`config.mk`:
```
export PLATFORM = sky130hd
export DESIGN_NAME = mfm_sector_reader
export DESIGN_NICKNAME = d
export VERILOG_FILES = /design/src/rtl/mfm_pkg.sv /design/src/rtl/mfm_am_sync.sv /design/src/rtl/mfm_sector_reader.sv
export SDC_FILE = /design/constraint.sdc
export NUM_CORES = 1
export LEC_CHECK = 0
export BUFFER_PORTS_ARGS = -buffer_cell sky130_fd_sc_hd__buf_2
export CORE_ASPECT_RATIO = 0.5
export CORE_MARGIN = 5
export CORE_UTILIZATION = 58
export DETAILED_ROUTE_END_ITERATION = 8
export PLACE_DENSITY = 0.8
export SLEW_MARGIN = 0
export SYNTH_ARGS = -nofsm -noshare
export SYNTH_HDL_FRONTEND = slang
export SYNTH_HIERARCHICAL = 1
export SYNTH_SLANG_ARGS = --single-unit
```
`constraint.sdc`:
```
create_clock -name clk -period 3.88 [get_ports clk]
set_input_delay 0.194 -clock clk [delete_from_list [all_inputs] [get_ports clk]]
set_output_delay 0.194 -clock clk [all_outputs]
set_load 0.01 [all_outputs]
```
`src/rtl/mfm_pkg.sv`:
```
//------------------------------------------------------------------------------
// Module   : mfm_pkg
// Purpose  : Shared constants, FSM encodings and sector-size helper for the
//            MFM sector reader.
// Revision : 1.0
//------------------------------------------------------------------------------
`default_nettype none

package mfm_pkg;

   localparam logic [7:0] AM_SYNC = 8'hA1;
   localparam logic [7:0] AM_IDAM = 8'hFE;
   localparam logic [7:0] AM_DAM  = 8'hFB;
   localparam logic [7:0] AM_DDAM = 8'hF8;

   localparam int STATUS_NOT_FOUND = 0;
   localparam int STATUS_ID_CRC    = 1;
   localparam int STATUS_DATA_CRC  = 2;
   localparam int STATUS_DEL_SIZE  = 3;

   localparam logic [2:0] ST_IDLE     = 3'd0;
   localparam logic [2:0] ST_SEARCH   = 3'd1;
   localparam logic [2:0] ST_ID_FIELD = 3'd2;
   localparam logic [2:0] ST_WAIT_DAM = 3'd3;
   localparam logic [2:0] ST_DATA     = 3'd4;
   localparam logic [2:0] ST_DATA_CRC = 3'd5;
   localparam logic [2:0] ST_DONE     = 3'd6;

   function automatic logic [11:0] sector_size(input logic [1:0] n);
      return 12'd128 << n;
   endfunction

endpackage

`default_nettype wire

```
`src/rtl/mfm_am_sync.sv`:
```
//------------------------------------------------------------------------------
// Module   : mfm_am_sync
// Purpose  : Counts consecutive A1 marks (saturating at 3) and classifies the
//            first non-mark byte after a full sync as IDAM/DAM/DDAM/other.
// Revision : 1.0
//------------------------------------------------------------------------------
`default_nettype none

module mfm_am_sync
   import mfm_pkg::*;
(
   input  logic       clk,
   input  logic       reset_l,
   input  logic       i_valid,
   input  logic       i_mark,
   input  logic [7:0] i_data,
   output logic       o_is_idam,
   output logic       o_is_dam,
   output logic       o_is_ddam,
   output logic       o_is_other
);

   logic [1:0] r_mark_cnt;
   logic       w_type_stb;

   // Any non-mark byte ends the sync run, including the type byte itself.
   always_ff @(posedge clk or negedge reset_l) begin
      if (!reset_l) begin
         r_mark_cnt <= 2'd0;
      end else if (i_valid) begin
         if (i_mark) begin
            if (r_mark_cnt != 2'd3)
               r_mark_cnt <= r_mark_cnt + 2'd1;
         end else begin
            r_mark_cnt <= 2'd0;
         end
      end
   end

   assign w_type_stb = i_valid && !i_mark && (r_mark_cnt == 2'd3);
   assign o_is_idam  = w_type_stb && (i_data == AM_IDAM);
   assign o_is_dam   = w_type_stb && (i_data == AM_DAM);
   assign o_is_ddam  = w_type_stb && (i_data == AM_DDAM);
   assign o_is_other = w_type_stb && (i_data != AM_IDAM) && (i_data != AM_DAM) &&
                       (i_data != AM_DDAM);

endmodule

`default_nettype wire

```
`src/rtl/mfm_sector_reader.sv`:
```
//------------------------------------------------------------------------------
// Module   : mfm_sector_reader
// Purpose  : Finds the ID field matching a commanded C/H/R in the decoded MFM
//            stream and streams out that sector's data field.
//            Option macro: MFM_DELETED_DAM_EN (accept F8 deleted-data marks).
// Revision : 1.0
//------------------------------------------------------------------------------
`default_nettype none

module mfm_sector_reader
   import mfm_pkg::*;
#(
   parameter int MAX_REVS   = 2,
   parameter int DAM_WINDOW = 43,
   parameter int MAX_N      = 3
) (
   input  logic        clk,
   input  logic        reset_l,
   input  logic [7:0]  in_data,
   input  logic        in_mark,
   input  logic        in_valid,
   input  logic        in_crc_zero,
   input  logic        index_l,
   input  logic        start,
   input  logic [7:0]  tgt_track,
   input  logic [7:0]  tgt_head,
   input  logic [7:0]  tgt_sector,
   output logic        busy,
   output logic        done,
   output logic [3:0]  status,
   output logic [1:0]  size_code,
   output logic [7:0]  out_data,
   output logic        out_valid,
   output logic        out_last,
   output logic [10:0] out_addr
);

   localparam logic [7:0]  c_max_revs = 8'(MAX_REVS);
   localparam logic [7:0]  c_max_n    = 8'(MAX_N);
   localparam logic [10:0] c_dam_win  = 11'(DAM_WINDOW);

   logic [2:0]  r_state, w_next, w_next_byte;
   logic [10:0] r_cnt;
   logic [7:0]  r_tgt_c, r_tgt_h, r_tgt_r;
   logic [7:0]  r_id_c, r_id_h, r_id_r, r_id_n;
   logic [7:0]  r_revs;
   logic [2:0]  r_idx_sync;
   logic [3:0]  r_status;
   logic [1:0]  r_size;
   logic [7:0]  r_out_data;
   logic        r_out_valid, r_out_last;
   logic [10:0] r_out_addr;

   logic w_is_idam, w_is_dam, w_is_ddam, w_is_other;
   logic w_start_acc, w_searching, w_idx_fall, w_revs_hit, w_set_nf;
   logic w_id_last, w_chr_match, w_n_ok, w_gap_byte, w_win_expire;
   logic w_data_last, w_crc_last, w_dam_ok, w_dam_reject;

   mfm_am_sync u_am_sync (
      .clk        (clk),
      .reset_l    (reset_l),
      .i_valid    (in_valid),
      .i_mark     (in_mark),
      .i_data     (in_data),
      .o_is_idam  (w_is_idam),
      .o_is_dam   (w_is_dam),
      .o_is_ddam  (w_is_ddam),
      .o_is_other (w_is_other)
   );

   assign w_start_acc  = start && ((r_state == ST_IDLE) || (r_state == ST_DONE));
   assign w_searching  = (r_state == ST_SEARCH) || (r_state == ST_WAIT_DAM);
   assign w_idx_fall   = r_idx_sync[2] && !r_idx_sync[1];
   assign w_revs_hit   = w_idx_fall && w_searching && ((r_revs + 8'd1) >= c_max_revs);
   assign w_id_last    = (r_state == ST_ID_FIELD) && in_valid && (r_cnt == 11'd5);
   assign w_chr_match  = (r_id_c == r_tgt_c) && (r_id_h == r_tgt_h) && (r_id_r == r_tgt_r);
   assign w_n_ok       = (r_id_n <= c_max_n);
   assign w_gap_byte   = in_valid && !in_mark && !(w_is_idam || w_is_dam || w_is_ddam || w_is_other);
   assign w_win_expire = (r_state == ST_WAIT_DAM) && w_gap_byte && ((r_cnt + 11'd1) == c_dam_win);
   assign w_data_last  = ({1'b0, r_cnt} == (sector_size(r_size) - 12'd1));
   assign w_crc_last   = (r_state == ST_DATA_CRC) && in_valid && (r_cnt == 11'd1);

`ifdef MFM_DELETED_DAM_EN
   assign w_dam_ok     = w_is_dam || w_is_ddam;
   assign w_dam_reject = w_is_idam || w_is_other;
`else
   assign w_dam_ok     = w_is_dam;
   assign w_dam_reject = w_is_idam || w_is_ddam || w_is_other;
`endif

   always_ff @(posedge clk or negedge reset_l) begin
      if (!reset_l)
         r_state <= ST_IDLE;
      else
         r_state <= w_next;
   end

   always_comb begin
      w_next_byte = r_state;
      case (r_state)
         ST_IDLE, ST_DONE: w_next_byte = w_start_acc ? ST_SEARCH : ST_IDLE;
         ST_SEARCH:        if (w_is_idam) w_next_byte = ST_ID_FIELD;
         ST_ID_FIELD: begin
            if (w_id_last) begin
               if (!in_crc_zero)
                  w_next_byte = ST_SEARCH;
               else if (w_chr_match)
                  w_next_byte = w_n_ok ? ST_WAIT_DAM : ST_DONE;
               else
                  w_next_byte = ST_SEARCH;
            end
         end
         ST_WAIT_DAM: begin
            if (w_dam_ok)
               w_next_byte = ST_DATA;
            else if (w_dam_reject || w_win_expire)
               w_next_byte = ST_SEARCH;
         end
         ST_DATA:     if (in_valid && w_data_last) w_next_byte = ST_DATA_CRC;
         ST_DATA_CRC: if (w_crc_last) w_next_byte = ST_DONE;
         default:     w_next_byte = ST_IDLE;
      endcase
   end

   // The byte wins; not-found only fires if that byte leaves us still searching.
   assign w_set_nf = w_revs_hit && ((w_next_byte == ST_SEARCH) || (w_next_byte == ST_WAIT_DAM));
   assign w_next   = w_set_nf ? ST_DONE : w_next_byte;

   always_comb begin
      busy = (r_state != ST_IDLE) && (r_state != ST_DONE);
      done = (r_state == ST_DONE);
   end

   always_ff @(posedge clk or negedge reset_l) begin
      if (!reset_l)
         r_idx_sync <= 3'b111;
      else
         r_idx_sync <= {r_idx_sync[1:0], index_l};
   end

   always_ff @(posedge clk or negedge reset_l) begin
      if (!reset_l) begin
         r_cnt       <= 11'd0;
         r_tgt_c     <= 8'd0;
         r_tgt_h     <= 8'd0;
         r_tgt_r     <= 8'd0;
         r_id_c      <= 8'd0;
         r_id_h      <= 8'd0;
         r_id_r      <= 8'd0;
         r_id_n      <= 8'd0;
         r_revs      <= 8'd0;
         r_status    <= 4'd0;
         r_size      <= 2'd0;
         r_out_data  <= 8'd0;
         r_out_valid <= 1'b0;
         r_out_last  <= 1'b0;
         r_out_addr  <= 11'd0;
      end else begin
         r_out_valid <= 1'b0;
         r_out_last  <= 1'b0;

         // One counter serves ID byte index, DAM gap, data address and CRC index.
         if (w_next != r_state)
            r_cnt <= 11'd0;
         else if (in_valid && ((r_state == ST_ID_FIELD) || (r_state == ST_DATA) ||
                               (r_state == ST_DATA_CRC)))
            r_cnt <= r_cnt + 11'd1;
         else if ((r_state == ST_WAIT_DAM) && w_gap_byte)
            r_cnt <= r_cnt + 11'd1;

         if (w_start_acc) begin
            r_tgt_c  <= tgt_track;
            r_tgt_h  <= tgt_head;
            r_tgt_r  <= tgt_sector;
            r_status <= 4'd0;
            r_size   <= 2'd0;
            r_revs   <= 8'd0;
         end else if (w_idx_fall && w_searching) begin
            r_revs <= r_revs + 8'd1;
         end

         if ((r_state == ST_ID_FIELD) && in_valid) begin
            case (r_cnt)
               11'd0:   r_id_c <= in_data;
               11'd1:   r_id_h <= in_data;
               11'd2:   r_id_r <= in_data;
               11'd3:   r_id_n <= in_data;
               default: ;
            endcase
         end

         if (w_id_last && !in_crc_zero)
            r_status[STATUS_ID_CRC] <= 1'b1;
         if (w_id_last && in_crc_zero && w_chr_match) begin
            if (w_n_ok)
               r_size <= r_id_n[1:0];
            else
               r_status[STATUS_DEL_SIZE] <= 1'b1;
         end

`ifdef MFM_DELETED_DAM_EN
         if ((r_state == ST_WAIT_DAM) && w_is_ddam)
            r_status[STATUS_DEL_SIZE] <= 1'b1;
`endif

         if ((r_state == ST_DATA) && in_valid) begin
            r_out_data  <= in_data;
            r_out_valid <= 1'b1;
            r_out_addr  <= r_cnt;
            r_out_last  <= w_data_last;
         end

         if (w_crc_last)
            r_status[STATUS_DATA_CRC] <= !in_crc_zero;
         if (w_set_nf)
            r_status[STATUS_NOT_FOUND] <= 1'b1;
      end
   end

   assign status    = r_status;
   assign size_code = r_size;
   assign out_data  = r_out_data;
   assign out_valid = r_out_valid;
   assign out_last  = r_out_last;
   assign out_addr  = r_out_addr;

endmodule

`default_nettype wire

```
==> results.md <==
Outcome:
- The run finished with clean final reports.

Setup path:
- The worst setup path is captured at a flip-flop.
- The endpoint of the worst register-to-register path is r_cnt[10].
- In this run the register-to-register setup slack is 0.71 ns.
- The top cell family by delay on the critical path is simple AND/OR/NAND/NOR gates.
- The largest incremental delay on the critical path is roughly 0.78 ns.
- The cell depth of the worst flop-to-flop path is 10.
- The startpoint of the most critical register-to-register path is u_am_sync/r_mark_cnt[0].
- The critical path goes through ha_1 -> nand2_1 -> nor4_2 -> and4b_1 -> and2b_2 -> o32ai_1 -> a311o_1 -> o31ai_4 -> nor4b_4 -> nor3_1.
- The maximum net fanout on the critical path is 11.
- STA classifies the critical path startpoint as a flip-flop.
- Among all stages on the critical path, the largest delay is contributed by sky130_fd_sc_hd__nor4b_4.
- STA puts the critical path data required time at 4.08 ns.
- The category of the most critical setup path is flip-flop to flip-flop.
- The sum of buffers and inverters on the critical path is 0.
- STA puts the critical path data arrival time at 3.37 ns.

CTS:
- No sink is reached through more buffers than the 2 on the longest clock path.
- Counting every sink on the clock net gives 110.
- The level count of the clock H-tree is 3.
- The later pin in the worst-skew pair is clocked with a latency of 0.35 ns.
- After clock tree synthesis, the clock-pin slew on the worst setup and hold paths is 0.08 ns.
- Buffers added to address setup during post-CTS repair amount to 0.
- The root buffer cell chosen for the clock tree is sky130_fd_sc_hd__clkbuf_16.
- TritonCTS built the clock tree.
- Counting the buffers created by CTS gives 9.
- The post-cts sizing count is 0.

Synthesis:
- The netlist uses 68 different library cells.
- The biggest area consumer among synthesized cells is sky130_fd_sc_hd__dfrtp_1.
- The synthesized instance count is between 500 and 600.
- The post-synth net total is between 500 and 600.
- The mean instance size in the synthesized netlist is 10.8 µm².
- The fraction of synthesis flops using an asynchronous set or reset pin is 100%.
- The number of synthesis warnings is 6.
- By area the synthesized netlist is led by sky130_fd_sc_hd__dfrtp_1, sky130_fd_sc_hd__mux2_2, sky130_fd_sc_hd__nand2_1.
- After synthesis, the largest family of logic cells by area is simple AND/OR/NAND/NOR gates.
- The synthesized-area fraction occupied by ao, oa, aoi and oai cells is 7.38%.
- The synthesized netlist devotes 1.79% of its cell area to adder and majority cells.
- The simple logic cell fraction of the synthesized area is 21.2%.
- Among all flip-flop cells after synthesis, the most frequent one is sky130_fd_sc_hd__dfrtp_1.
- The cell with the most instances after synthesis is sky130_fd_sc_hd__dfrtp_1.
- Counting flops with a built-in enable in the synthesized netlist gives 0.
- After Yosys synthesis, XOR and XNOR cells account for approximately 6.4% of the synthesized area.
- The sequential fraction of the synthesis area is 49.4%.
- The commonest cells after synthesis are sky130_fd_sc_hd__dfrtp_1, sky130_fd_sc_hd__nand2_1, sky130_fd_sc_hd__mux2_2, sky130_fd_sc_hd__xnor2_1, sky130_fd_sc_hd__nor2_1.
- The share of Yosys cell area claimed by the top area cell type is 48.0%.
- The synthesized netlist occupies a cell area of 0.00558 mm².
- The flip-flop and latch count after synthesis is 110.
- The portion of netlist area occupied by mux cells is 10.7%.

Floorplanning:
- The overall die height is 79.3 µm.
- The die width is 149 µm.
- In this run the core area contains 25 standard-cell rows.
- During I/O placement, the number of pins put on the boundary was between 60 and 70.
- The initial cell density of the core is 59.2%.
- The area of the core is 0.00942 mm².
- The area of the die is 0.0118 mm².

Power:
- The total power is ~3.5 mW.
- The power per standard cell area is 559 mW/mm².
- Of the total power, the clock network draws between 20% and 30%.
- In this run the power spent charging and discharging nets is 1.21 mW.
- The switching power as a share of total power is around 34%.
- VDD sags by at most 0.273 mV.
- Registers are responsible for between 40% and 50% of the overall power.
- The cell-internal power is between 2 and 2.5 mW.
- The standby leakage power is 2.95 nW.
- The share of total power in combinational logic is between 20% and 30%.

Placed design:
- Routability-driven placement finished with a final weighted congestion of 0.877.
- The wire-length estimate of the detail-placed layout is 8290 µm.
- During placement, the flow inserted port buffers numbering 67.

Min path:
- The hold-critical path endpoint is r_tgt_h[4].
- The start point of the worst min-delay path is tgt_head[4].
- The number of cells traversed by the worst hold path is 3.
- The path class of the tightest hold or removal check is primary input to flip-flop.

Drt:
- The average vias per placed instance is 5.47.
- The routed layout has 3,948 vias.
- Wires add up to 11,800 µm.
- In this run, the number of DRC markers left after iteration 0 of detailed routing was 227.
- The detailed-route DRC error count is 0.
- The routed wirelength normalized by instance count is around 16 µm.
- The number of search-and-repair iterations in the first detailed-routing pass is 4.
- Once detail routing completed, the nets flagged for antenna violations numbered 0.

Layout:
- The post-route netlist has between 30% and 40% of its cells at a drive strength greater than 1.
- The number of antenna diodes in the final layout is 0.
- For this run, the post-layout net count is 629.
- The area growth from synthesis to layout is 13.2%.

Global route:
- The via count of the first global-routing pass is 3,943.
- The initial antenna violation count was 0.
- The first-pass GRT wire length is roughly 20,000 µm.
- For this run the aggregate overflow at the end of global routing stands at 0.
- Entering global routing, the biggest net connects 46 pins.
- In the global route stage, overall resource usage came out at 21.5%.

STA:
- The number of max-slew violations in the final report is 0.
- The worst pin sits at a relative slew slack of 35.8%.
- Hold timing on the final database bottoms out at a slack of 0.0253 ns.
- The number of setup violations in the final report is 0.
- The final critical-path share of the clock period is 81.6%.
- The aggregate negative setup slack is 0 ns.
- The clock skew after layout is 0.00747 ns.
- At the pin with the least slew margin, the transition time is roughly 0.96 ns.
- Setup repair after global routing left no endpoint under its margin.
- The final hold violation count is 0.
- For the finished layout, the period the worst path requires is 3.17 ns.
- Based on the critical path, the design can be clocked at up to roughly 0.32 GHz.

Run:
- The max-capacitance violation count is 0.
layout by cell type (no fill, tap or decap), types with 3 or more instances in the layout:
| cell type | n |
|---|---|
| sky130_fd_sc_hd__nor4_1 | 4 |
| sky130_fd_sc_hd__nor3_1 | 10 |
| sky130_fd_sc_hd__and2_2 | 3 |
| sky130_fd_sc_hd__nor2b_1 | 3 |
| sky130_fd_sc_hd__buf_4 | 7 |
| sky130_fd_sc_hd__buf_2 | 66 |
| sky130_fd_sc_hd__mux2_2 | 51 |
| sky130_fd_sc_hd__o31ai_1 | 5 |
| sky130_fd_sc_hd__nand3_2 | 4 |
| sky130_fd_sc_hd__nand2_1 | 103 |
| sky130_fd_sc_hd__xor2_1 | 8 |
| sky130_fd_sc_hd__ha_1 | 8 |
| sky130_fd_sc_hd__inv_1 | 11 |
| sky130_fd_sc_hd__nand4_1 | 11 |
| sky130_fd_sc_hd__nor3b_1 | 4 |
| sky130_fd_sc_hd__or3_1 | 4 |
| sky130_fd_sc_hd__nand3_1 | 6 |
| sky130_fd_sc_hd__nor3_2 | 11 |
| sky130_fd_sc_hd__nand2b_1 | 3 |
| sky130_fd_sc_hd__nor2_1 | 24 |
| sky130_fd_sc_hd__xnor2_1 | 33 |
| sky130_fd_sc_hd__o21ai_0 | 20 |
| sky130_fd_sc_hd__clkbuf_16 | 9 |
| sky130_fd_sc_hd__dfstp_2 | 3 |
| sky130_fd_sc_hd__a21oi_1 | 5 |
| sky130_fd_sc_hd__dfrtp_1 | 107 |
| sky130_fd_sc_hd__and2_1 | 5 |
what timing repair did:
item                                    CTS  global route
hold buffers                              2             0
endpoints found under the hold margin    44             0
endpoints found under the setup margin    0             0
stage by stage:
step / instance area [µm²] / setup WS (ns) / util [%] / cells
final: 6310 / 0.714 / 67.1 / 722
after detailed placement: 6000 / 0.747 / 63.8 / 704
after global routing: 6310 / 0.485 / 67.1 / 722
after floorplan: 5580 / 1.30 / - / 517
after global placement: 6000 / 0.854 / 63.8 / 704
after CTS: 6310 / 0.736 / 67.1 / 722
flip-flops by register name, indices dropped and copies added, names as in the netlist:
signal                cells
r_tgt_r                   8
r_cnt                    11
r_id_n                    8
out_data                  8
u_am_sync/r_mark_cnt      2
r_tgt_c                   8
out_last                  1
r_id_r                    8
r_tgt_h                   8
r_revs                    8
r_id_h                    8
r_state                   3
out_addr                 11
status                    4
size_code                 2
r_idx_sync                3
r_id_c                    8
out_valid                 1
worst max path at each step:
stage	from	to	depth (start not counted)
after detailed placement	u_am_sync/r_mark_cnt[0]	r_cnt[10]	10
final	u_am_sync/r_mark_cnt[0]	r_cnt[10]	10
after CTS	u_am_sync/r_mark_cnt[0]	r_cnt[10]	10
after global placement	u_am_sync/r_mark_cnt[0]	r_cnt[10]	10
after global routing	u_am_sync/r_mark_cnt[0]	r_cnt[10]	10
after floorplan	u_am_sync/r_mark_cnt[0]	r_cnt[9]	11
cell type report:
type                    instances  area, µm²
inverters                      11       41.3
multi-input cells             375       2650
fillers                       753       3100
flip-flops and latches        110       2760
clock buffers                  11        243
clock inverters                 5       48.8
well taps                     135        169
repair buffers                 75        403
routing by layer:
layer	part of all wire, %	track usage [%]
met5	0	0
met4	1.1	5.99
met3	3.8	4.73
met2	49	35.6
met1	46	28.9
worst register-to-register path, delay by kind of cell, from the launching register on:
family                     cells  cell delay, ns
and+or+nand+nor                6            1.64
AOI/OAI and AO/OA              3            0.76
DFF                            1            0.39
adders and majority gates      1            0.23
power by group through the flow:
stage	registers [mW]	logic [mW]	clock network [mW]
finish	1.62	1.01	0.908
global route	1.65	1.13	0.971
CTS	1.62	1.02	0.922
detailed placement	1.64	1.00	0
global placement	1.63	0.970	0
floorplan	1.60	0.764	0
cells by family (layout without fill, tap and decap cells):
family | count (synthesis) | count (layout)
AO/OA/AOI/OAI | 55 | 55
buffers and inverters | 32 | 102
adder cells (fa/ha/maj) | 8 | 8
flip-flops | 110 | 110
XOR/XNOR | 41 | 41
multiplexers | 53 | 53
AND/OR/NAND/NOR | 218 | 218
Note: power is estimated with default switching activity, not from simulation.
